$ cat src/rtl/part_univ_reg.sv
// Generic WIDTH-bit shift/count/load register with cascade enable and terminal count.
// Optional registered even parity on PAR is enabled by defining PART_UNIV_REG_PARITY_EN.
module part_univ_reg #(
  parameter int          WIDTH     = 6,
  parameter logic [31:0] RESET_VAL = 32'd0
) (
  input  logic             CLK,
  input  logic             CLR,
  input  logic [2:0]       MODE,
  input  logic             EN,
  input  logic [WIDTH-1:0] D,
  input  logic             SR,
  input  logic             SL,
  output logic [WIDTH-1:0] Q,
  output logic             TC,
  output logic             PAR
);

  localparam logic [WIDTH-1:0] RST_Q = RESET_VAL[WIDTH-1:0];
  localparam logic [WIDTH-1:0] ONE   = {{(WIDTH-1){1'b0}}, 1'b1};
  localparam logic [WIDTH-1:0] ZERO  = '0;
  localparam logic [WIDTH-1:0] ONES  = '1;

  localparam logic [2:0] M_HOLD = 3'b000;
  localparam logic [2:0] M_SHR  = 3'b001;
  localparam logic [2:0] M_SHL  = 3'b010;
  localparam logic [2:0] M_LOAD = 3'b011;
  localparam logic [2:0] M_UP   = 3'b100;
  localparam logic [2:0] M_DOWN = 3'b101;
  localparam logic [2:0] M_ROR  = 3'b110;
  localparam logic [2:0] M_CLR  = 3'b111;

  logic [WIDTH-1:0] r_q;
  logic [WIDTH-1:0] w_q_nxt;
  logic             w_tc;

  // Sync clear bypasses EN so a stalled cascade can still be zeroed.
  always_comb begin
    w_q_nxt = r_q;
    if (MODE == M_CLR) begin
      w_q_nxt = ZERO;
    end else if (EN) begin
      case (MODE)
        M_HOLD:  w_q_nxt = r_q;
        M_SHR:   w_q_nxt = {SR, r_q[WIDTH-1:1]};
        M_SHL:   w_q_nxt = {r_q[WIDTH-2:0], SL};
        M_LOAD:  w_q_nxt = D;
        M_UP:    w_q_nxt = r_q + ONE;
        M_DOWN:  w_q_nxt = r_q - ONE;
        M_ROR:   w_q_nxt = {r_q[0], r_q[WIDTH-1:1]};
        default: w_q_nxt = r_q;
      endcase
    end
  end

  always_ff @(posedge CLK or posedge CLR) begin
    if (CLR) r_q <= RST_Q;
    else     r_q <= w_q_nxt;
  end

  always_comb begin
    w_tc = 1'b0;
    if (!CLR && EN) begin
      if (MODE == M_UP)   w_tc = (r_q == ONES);
      if (MODE == M_DOWN) w_tc = (r_q == ZERO);
    end
  end

  assign Q  = r_q;
  assign TC = w_tc;

`ifdef PART_UNIV_REG_PARITY_EN
  logic r_par;

  // Parity is computed from the next value so it lines up with Q after the edge.
  always_ff @(posedge CLK or posedge CLR) begin
    if (CLR) r_par <= ^RST_Q;
    else     r_par <= ^w_q_nxt;
  end

  assign PAR = r_par;
`else
  assign PAR = 1'b0;
`endif

endmodule

$ cat config.mk
export PLATFORM = sky130hd
export DESIGN_NAME = part_univ_reg
export DESIGN_NICKNAME = d
export VERILOG_FILES = /design/src/rtl/part_univ_reg.sv
export SDC_FILE = /design/constraint.sdc
export NUM_CORES = 1
export LEC_CHECK = 0
export BUFFER_PORTS_ARGS = -buffer_cell sky130_fd_sc_hd__buf_2
export CAP_MARGIN = 20
export CORE_MARGIN = 2
export CORE_UTILIZATION = 47
export CTS_CLUSTER_DIAMETER = 60
export DETAILED_ROUTE_END_ITERATION = 8
export HOLD_SLACK_MARGIN = 0.1
export PLACE_DENSITY_LB_ADDON = 0.12
export SLEW_MARGIN = 10
export SYNTH_ARGS = -nofsm -noshare
export SYNTH_HDL_FRONTEND = slang
export SYNTH_SLANG_ARGS = --single-unit
$ cat constraint.sdc
create_clock -name CLK -period 2.1 [get_ports CLK]
set_input_delay 0.42 -clock CLK [delete_from_list [all_inputs] [get_ports CLK]]
set_output_delay 0.42 -clock CLK [all_outputs]
set_load 0.05 [all_outputs]
==> results of run 1 <==
-- metal layers --
layer / vias to the layer above / share of wire / global-route usage / routed length [um]
li1: 503 / - / - / -
met1: 507 / 0.44 / 0.385 / 1170
met2: 48 / 0.48 / 0.433 / 1270
met3: 6 / 0.064 / 0.0385 / 168
met4: 0 / 0.014 / 0.0833 / 36
met5: - / 0 / 0 / 0
-- area by class of cell --
cell class | instances | area, um2 | share of cell area
Clock buffer | 3 | 22.5 | 0.0193
Tap cell | 25 | 31.3 | 0.0269
Sequential cell | 6 | 156 | 0.134
Inverter | 4 | 15.0 | 0.0129
Timing Repair Buffer | 43 | 283 | 0.243
Multi-Input combinational cell | 95 | 657 | 0.564
-- kinds of logic (layout without fill, tap and decap cells) --
| logic type | after synthesis | after routing | share of synthesized area |
|---|---|---|---|
| AO/OA/AOI/OAI | 38 | 38 | 0.306 |
| XOR/XNOR | 2 | 2 | 0.0203 |
| adder cells (fa/ha/maj) | 1 | 1 | 0.0145 |
| buffers and inverters | 17 | 50 | 0.0942 |
| flip-flops | 6 | 6 | 0.174 |
| multiplexers | 5 | 5 | 0.0580 |
| other | 1 | 1 | 0.00434 |
| AND/OR/NAND/NOR | 48 | 48 | 0.329 |
-- synthesized netlist by cell type (2+ instances only) --
cell      n
nor3b_1   2
nor3_1    7
o22ai_1   2
nor2_1    8
mux2i_1   5
o21a_1    2
clkbuf_1  6
nor2b_1   7
a211oi_1  2
and3_1    2
buf_2     5
a21oi_1   9
inv_1     4
o21ai_0   8
or2_2     2
dfrtp_1   6
nand2_1   6
nand2b_1  2
a221oi_1  2
-- timing repair --
action	in CTS	in global routing
gates resized for setup	4	2
buffers inserted	10	0
setup endpoints to repair	1	2
pin swaps	1	2
-- through the flow --
step / instance area [um2] / setup TNS (ps)
2_1_floorplan: 911 / -216
3_3_place_gp: 1040 / -70.5
3_5_place_dp: 1040 / -102
4_1_cts: 1160 / 0
5_1_grt: 1160 / -1.50
6_report: 1160 / 0
-- worst paths after layout --
kind | cells after the start | end | slack (ps) | from
max | 6 | TC | 50 | Q[0]$_DFFE_PP0P_
min | 2 | Q[5]$_DFFE_PP0P_ | 110 | CLR
max reg2reg | 7 | Q[4]$_DFFE_PP0P_ | 60 | Q[0]$_DFFE_PP0P_
min reg2reg | 1 | Q[5]$_DFFE_PP0P_ | 720 | Q[5]$_DFFE_PP0P_
max in group asynchronous | 2 | Q[4]$_DFFE_PP0P_ | 1790 | CLR
min in group CLK | 4 | Q[4]$_DFFE_PP0P_ | 660 | D[4]
-- power groups by stage --
stage / logic (mW) / clock network (mW) / registers (mW)
after floorplan: 0.225 / 0 / 0.247
after global placement: 0.399 / 0 / 0.173
after detailed placement: 0.406 / 0 / 0.174
after CTS: 0.434 / 0.106 / 0.167
after global routing: 0.476 / 0.115 / 0.171
final: 0.443 / 0.106 / 0.168
-- worst max-delay path: stages (launching register included) --
cell	delay (ps)
dfrtp_2	410
buf_4	140
buf_4	150
nor3_2	140
a31oi_1	160
nor3_4	210
buf_6	180
==> qor.json, run 1 <==
{
  "logic_synthesis": {
    "netlist.top_cell.by_area": "dfrtp_1",
    "seq_area_frac_synth": 0.174,
    "postSynthCellCount": 118,
    "synth_cell_type_count": 50,
    "postSynth.asyncResetShare": 1.00,
    "synth.cell_area_um2": 863,
    "synthesis.yosys.warnings": 0,
    "synth.top_cells.by_area": "dfrtp_1 17%, mux2i_1 5.8%, a21oi_1 5.2%",
    "synth_area_per_cell_um2": 7.32,
    "postSynth.topFlopCell": "dfrtp_1",
    "synth_fp_nets": 133,
    "netlist.area_leader.share": 0.174,
    "number_of_flops_mapped_to_enable_cells_by_yosys": 0,
    "synth-seq-cells": 6
  },
  "worst_setup_path": {
    "start_kind": "flop",
    "cp_data_arrival_time_ps": 1630,
    "criticalPathCategory": "reg -> out",
    "worst-endpoint-required_ps": 1680,
    "setup.worst_path.end_class": "output pin",
    "worst-path-max-fanout": 5
  },
  "global_routing": {
    "grt_start_max_net_pins": 25,
    "grt_usage": 0.274,
    "antenna_found_initial": 0,
    "overflow": 0,
    "wire_length_of_the_first_global_routing_pass_mm": 4.22,
    "first_global_vias": 892
  },
  "placed_design": {
    "io_buffers": 20,
    "place_congestion": 0.875,
    "post-dp-hpwl_mm": 1.86,
    "detailedPlace.worstSlack_ps": -102,
    "numPlacedInstances": 163
  },
  "clocking": {
    "cts.sinks": 6,
    "clock_network_latency_to_the_later_pin_of_the_worst_skew_pair_ps": 240,
    "clockRootBuffer": "clkbuf_4",
    "htree_levels": 1,
    "cts_buffer_depth": 2,
    "cts.clk_slew.worst_paths_ps": 40,
    "cts_made_buffers": 3,
    "tritoncts_clock_tree": "done",
    "hold_buffers": 0
  },
  "layout": {
    "fin_cells": 176,
    "post_route_cells_drive_above_1_share": 0.404,
    "layout.filler_cells": 158,
    "layout.cells.most_common": "buf_4",
    "flip_flop_count_of_the_largest_register_after_layout": 6,
    "top_library_cells_by_usage_in_the_layout_fill_and_taps_aside": "22 x buf_4, 19 x buf_2, 9 x a21oi_1",
    "design.final.nets": 168,
    "antenna-diode-count": 0,
    "layout-area-overhead-vs-synth_pct": 34.9,
    "finalCoreUtilization": 0.675
  },
  "routing": {
    "route.antenna.remaining_nets": 0,
    "wirelength_mm": 2.64,
    "vias": 1064,
    "drt-pass1-iter-count": 4,
    "viasPerCell": 6.05,
    "route.detailed.wl_per_inst_um": 15.0,
    "drt_first_iter_violations": 46,
    "drc": 0
  },
  "pwr": {
    "internal-power_mw": 0.379,
    "p_total_mw": 0.717,
    "power_frac_seq": 0.235,
    "power.switching_fraction": 0.471,
    "irDropWorstVdd_mv": 0.307,
    "p_comb_frac": 0.618,
    "clockPowerShare": 0.148,
    "powerDensity_mw_per_mm2": 616,
    "switchingPower_mw": 0.338,
    "power.static_leakage_nw": 0.537
  },
  "die": {
    "die_h_um": 46.9,
    "standard_cell_rows": 15,
    "num_io_pins": 22,
    "die_area_mm2": 0.00220,
    "fp.coreArea_mm2": 0.00173,
    "initial_util": 0.500,
    "floorplan.die.width_um": 46.9
  },
  "sta": {
    "hold_violation_count_in_the_final_report": 0,
    "min_period_ps": 2050,
    "rsz_0062_raised_after_global_routing": "true",
    "setup-violations-final": 0,
    "worst_clock_skew_ps": 1.09,
    "post-route-period-util": 0.975,
    "max_freq_ghz": 0.489,
    "worst_hold_slack_ps": 109,
    "worst_slack_ps": 53.0,
    "max_slew_vio_count": 0
  },
  "flow_run": {
    "max_cap_violations": 0
  },
  "outcome": {
    "status": "completed"
  },
  "hold_path": {
    "path_type_of_the_worst_min_delay_path": "in -> async"
  }
}
(Power assumes the default switching activity.)
==> run 2, diff against run 1 <==
--- a/config.mk
+++ b/config.mk
@@ -6,9 +6,10 @@
 export NUM_CORES = 1
 export LEC_CHECK = 0
 export BUFFER_PORTS_ARGS = -buffer_cell sky130_fd_sc_hd__buf_2
-export CAP_MARGIN = 20
+export CAP_MARGIN = 0
 export CORE_MARGIN = 2
 export CORE_UTILIZATION = 47
+export CTS_BUF_LIST = sky130_fd_sc_hd__clkbuf_8 sky130_fd_sc_hd__clkbuf_16
 export CTS_CLUSTER_DIAMETER = 60
 export DETAILED_ROUTE_END_ITERATION = 8
 export HOLD_SLACK_MARGIN = 0.1
==> qor.json, run 2 (same netlist as run 1, synthesis figures left out) <==
{
  "worst_setup_path": {
    "criticalPathCategory": "reg -> out",
    "worst-path-max-fanout": 3,
    "setup.worst_path.end_class": "output pin",
    "critical-path-max-stage-delay_ps": 370,
    "crit_chain": "nand4_1, nor4bb_2, a31oi_1, nor3_4, buf_6",
    "cp_data_arrival_time_ps": 1620,
    "critical_path_top_delay_cell": "dfrtp_2",
    "worst-endpoint-required_ps": 1680,
    "crit_buf_inv": 1,
    "worst_path_dominant_cell_family": "simple AND/OR/NAND/NOR gates",
    "start_kind": "flop"
  },
  "clocking": {
    "tritoncts_clock_tree": "done",
    "clock_network_latency_to_the_later_pin_of_the_worst_skew_pair_ps": 230,
    "cts.sinks": 6,
    "cts_made_buffers": 3,
    "clockRootBuffer": "clkbuf_8",
    "htree_levels": 1,
    "cts_buffer_depth": 2,
    "hold_buffers": 0,
    "cts.clk_slew.worst_paths_ps": 40
  },
  "hold_path": {
    "path_type_of_the_worst_min_delay_path": "in -> async"
  },
  "routing": {
    "wirelength_mm": 2.57,
    "viasPerCell": 6.15,
    "vias": 1034,
    "drt-pass1-iter-count": 4,
    "route.antenna.remaining_nets": 0,
    "drt_first_iter_violations": 51,
    "drc": 0,
    "route.detailed.wl_per_inst_um": 15.3
  },
  "layout": {
    "fin_cells": 168,
    "layout.cells.most_common": "buf_2",
    "antenna-diode-count": 0,
    "multi_input_combinational_cell_area_um2": 657,
    "layout.filler_cells": 162,
    "layout-area-overhead-vs-synth_pct": 29.6,
    "layout.area.seq_um2": 155,
    "final_design_area_no_fill_mm2": 0.00112,
    "top_library_cells_by_usage_in_the_layout_fill_and_taps_aside": "19 x buf_2, 15 x buf_4, 9 x a21oi_1",
    "design.final.nets": 160,
    "flip_flop_count_of_the_largest_register_after_layout": 6,
    "finalCoreUtilization": 0.648,
    "post_route_cells_drive_above_1_share": 0.364
  },
  "global_routing": {
    "first_global_vias": 834,
    "grt_usage": 0.264,
    "overflow": 0,
    "grt_start_max_net_pins": 25,
    "antenna_found_initial": 0,
    "wire_length_of_the_first_global_routing_pass_mm": 4.06
  },
  "sta": {
    "setup-violations-final": 0,
    "finalSetupTns_ps": 0,
    "post-route-period-util": 0.971,
    "worst_clock_skew_ps": 2.36,
    "worst_slack_ps": 61.6,
    "hold_violation_count_in_the_final_report": 0,
    "max_slew_vio_count": 0,
    "rsz_0062_raised_after_global_routing": "false",
    "worst_hold_slack_ps": 126,
    "min_period_ps": 2040,
    "max_freq_ghz": 0.491
  },
  "die": {
    "num_io_pins": 22,
    "fp.coreArea_mm2": 0.00173,
    "initial_util": 0.500,
    "die_area_mm2": 0.00220,
    "standard_cell_rows": 15,
    "die_h_um": 46.9,
    "floorplan.die.width_um": 46.9
  },
  "pwr": {
    "powerDensity_mw_per_mm2": 691,
    "p_total_mw": 0.773,
    "irDropWorstVdd_mv": 0.356,
    "power.static_leakage_nw": 0.502
  },
  "placed_design": {
    "io_buffers": 20,
    "place_congestion": 0.875,
    "post-dp-hpwl_mm": 1.86,
    "detailedPlace.worstSlack_ps": -102,
    "numPlacedInstances": 163,
    "dpl_cell_area_mm2": 0.00104
  },
  "flow_run": {
    "max_cap_violations": 0
  },
  "outcome": {
    "status": "completed"
  }
}
## run 2: cell types whose count changed in the layout (fill, tap and decap cells not counted)
| cell | change |
|---|---|
| buf_4 | -7 |
| buf_6 | -1 |
| clkbuf_4 | -3 |
| clkbuf_8 | +3 |
| dfrtp_1 | +1 |
| dfrtp_2 | -1 |
## run 2: worst reg2reg max path, cell delays in order, from the launching register on
cell and delay [ps]:
dfrtp_1 430, xnor2_1 160, ha_2 180, or4b_1 460, a2bb2oi_1 150, o32a_1 330, o31a_1 100
## run 2: worst paths after layout
check / start / to / slack [ps] / depth (start not counted)
setup / recovery: Q[0]$_DFFE_PP0P_ / TC / 60 / 5
hold / removal: CLR / Q[1]$_DFFE_PP0P_ / 130 / 2
setup reg to reg: Q[1]$_DFFE_PP0P_ / Q[4]$_DFFE_PP0P_ / 160 / 6
hold reg to reg: Q[5]$_DFFE_PP0P_ / Q[5]$_DFFE_PP0P_ / 730 / 1
max in group asynchronous: CLR / Q[3]$_DFFE_PP0P_ / 1770 / 2
min in group CLK: D[4] / Q[4]$_DFFE_PP0P_ / 680 / 4
## run 2: layer usage
metal  track usage  share of wire  wire length, um  up-vias
met5             0              0                0        -
li1              -              -                -      487
met2         0.405           0.47             1200       54
met3        0.0269          0.075              192        7
met4        0.0833          0.017               44        0
met1         0.386           0.44             1130      486
## run 2: layout make-up
class                           count  share of cell area
Inverter                            4              0.0134
Clock buffer                        3              0.0369
Timing Repair Buffer               35               0.196
Multi-Input combinational cell     95               0.587
Sequential cell                     6               0.139
Tap cell                           25              0.0280
## run 2: repair_timing
| action | in CTS | in global routing |
|---|---|---|
| pin swaps | 0 | 1 |
| buffers inserted | 0 | 2 |
| endpoints found under the setup margin | 1 | 1 |
| resized for setup | 4 | 0 |
| gates cloned | 0 | 0 |
## run 2: report_power, final
group / leakage [nW] / internal (mW) / switching [mW]
Combinational: 0.412 / 0.163 / 0.265
Clock: 0.0216 / 0.123 / 0.0528
Sequential: 0.0685 / 0.142 / 0.0267
Total: 0.502 / 0.428 / 0.345
==> run 3, diff against run 2 <==
--- a/config.mk
+++ b/config.mk
@@ -9,7 +9,6 @@
 export CAP_MARGIN = 0
 export CORE_MARGIN = 2
 export CORE_UTILIZATION = 47
-export CTS_BUF_LIST = sky130_fd_sc_hd__clkbuf_8 sky130_fd_sc_hd__clkbuf_16
 export CTS_CLUSTER_DIAMETER = 60
 export DETAILED_ROUTE_END_ITERATION = 8
 export HOLD_SLACK_MARGIN = 0.1
==> constraint.sdc (replaced) <==
create_clock -name CLK -period 2.1 [get_ports CLK]
set_input_delay 0.105 -clock CLK [delete_from_list [all_inputs] [get_ports CLK]]
set_output_delay 0.105 -clock CLK [all_outputs]
set_load 0.05 [all_outputs]
==> qor.json, run 3 (same netlist as run 1, synthesis figures left out) <==
{
  "sta": {
    "post-route-period-util": 0.920,
    "rsz_0062_raised_after_global_routing": "false",
    "worst_slack_ps": 169,
    "min_period_ps": 1930,
    "setup-violations-final": 0,
    "max_freq_ghz": 0.518,
    "worst_clock_skew_ps": 8.84,
    "max_slew_vio_count": 0,
    "hold_violation_count_in_the_final_report": 0,
    "finalSetupTns_ps": 0
  },
  "clocking": {
    "tritoncts_clock_tree": "done",
    "postCtsSetupRepairBufs": 0,
    "cts.clk_slew.worst_paths_ps": 50,
    "clockRootBuffer": "clkbuf_4",
    "htree_levels": 1,
    "cts_buffer_depth": 2,
    "clock_network_latency_to_the_later_pin_of_the_worst_skew_pair_ps": 250,
    "cts_made_buffers": 3,
    "cts.sinks": 6
  },
  "flow_run": {
    "max_cap_violations": 0
  },
  "pwr": {
    "irDropWorstVdd_mv": 0.335,
    "power.static_leakage_nw": 0.448,
    "powerDensity_mw_per_mm2": 660,
    "p_total_mw": 0.674
  },
  "global_routing": {
    "grt_start_max_net_pins": 31,
    "overflow": 0,
    "wire_length_of_the_first_global_routing_pass_mm": 3.68,
    "first_global_vias": 765,
    "grt_usage": 0.237,
    "antenna_found_initial": 0
  },
  "die": {
    "die_h_um": 46.9,
    "die_area_mm2": 0.00220,
    "fp.coreArea_mm2": 0.00173,
    "num_io_pins": 22,
    "initial_util": 0.500,
    "standard_cell_rows": 15,
    "floorplan.die.width_um": 46.9
  },
  "routing": {
    "route.detailed.wl_per_inst_um": 14.9,
    "drc": 0,
    "drt-pass1-iter-count": 4,
    "route.antenna.remaining_nets": 0,
    "drt_first_iter_violations": 41,
    "viasPerCell": 5.88,
    "vias": 941,
    "wirelength_mm": 2.39
  },
  "layout": {
    "design.final.nets": 151,
    "layout.cells.most_common": "buf_2",
    "finalCoreUtilization": 0.591,
    "flip_flop_count_of_the_largest_register_after_layout": 6,
    "layout-area-overhead-vs-synth_pct": 18.3,
    "top_library_cells_by_usage_in_the_layout_fill_and_taps_aside": "20 x buf_2, 9 x a21oi_1, 8 x nor2_1, 8 x o21ai_0, 7 x nor2b_1",
    "final_design_area_no_fill_mm2": 0.00102,
    "layout.filler_cells": 180,
    "antenna-diode-count": 0,
    "post_route_cells_drive_above_1_share": 0.296
  },
  "placed_design": {
    "dpl_cell_area_um2": 981,
    "detailedPlace.worstSlack_ps": 175,
    "io_buffers": 20,
    "place_congestion": 0.899,
    "post-dp-hpwl_mm": 1.70
  },
  "worst_setup_path": {
    "cp_data_arrival_time_ps": 1830,
    "setup.worst_path.end_class": "output pin",
    "worst-endpoint-required_ps": 2000,
    "worst-path-max-fanout": 9,
    "worst-r2r-cell-count": 6,
    "start_kind": "flop",
    "criticalPathCategory": "reg -> out"
  },
  "hold_path": {
    "path_type_of_the_worst_min_delay_path": "in -> reg",
    "hold-path-cell-count": 4
  },
  "outcome": {
    "status": "completed"
  }
}
## run 3: final cells by class
class / count / area, um2 / area share
clock buffers: 4 / 26.3 / 0.0257
inverters: 4 / 15.0 / 0.0147
multi-input cells: 95 / 646 / 0.632
flip-flops and latches: 6 / 155 / 0.152
well taps: 25 / 31.3 / 0.0306
repair buffers: 26 / 148 / 0.145
## run 3: final timing paths
check / start / to / slack [ps]
max: Q[0]$_DFFE_PP0P_ / TC / 170
min: D[4] / Q[4]$_DFFE_PP0P_ / 330
max reg2reg: Q[1]$_DFFE_PP0P_ / Q[4]$_DFFE_PP0P_ / 210
min reg2reg: Q[5]$_DFFE_PP0P_ / Q[5]$_DFFE_PP0P_ / 720
max in group asynchronous: CLR / Q[2]$_DFFE_PP0P_ / 1540
min in group asynchronous: CLR / Q[0]$_DFFE_PP0P_ / 340
## run 3: worst max-delay path: stages (launching register included)
cell and delay, ps:
dfrtp_1 350, buf_4 170, nand4_1 160, nor4bb_1 370, a31oi_1 120, nor3_4 120, buf_2 280
## run 3: metal layers
metal / routed length [um] / share of wire / global-route usage / vias to the layer above
met1: 1130 / 0.47 / 0.349 / 443
met5: 0 / 0 / 0 / -
met3: 105 / 0.044 / 0.0231 / 0
met2: 1150 / 0.48 / 0.375 / 30
li1: - / - / - / 468
met4: 0 / 0 / 0.0500 / 0
## run 3: where the power goes
group,switching (mW),internal [mW]
logic,0.228,0.135
registers,0.0506,0.141
clock network,0.0457,0.0722
## run 3: repair_timing
| item | 4_1_cts | 5_1_grt |
|---|---|---|
| resized for setup | 0 | 3 |
| hold buffers | 1 | 0 |
| endpoints found under the hold margin | 6 | 0 |
| setup endpoints to repair | 0 | 1 |
## run 3: stage by stage
step | hold slack (ps) | cells
detailed placement | 63.8 | 155
floorplan | -104 | 118
CTS | 331 | 160
global route | 335 | 160
global placement | 63.5 | 155
finish | 328 | 160
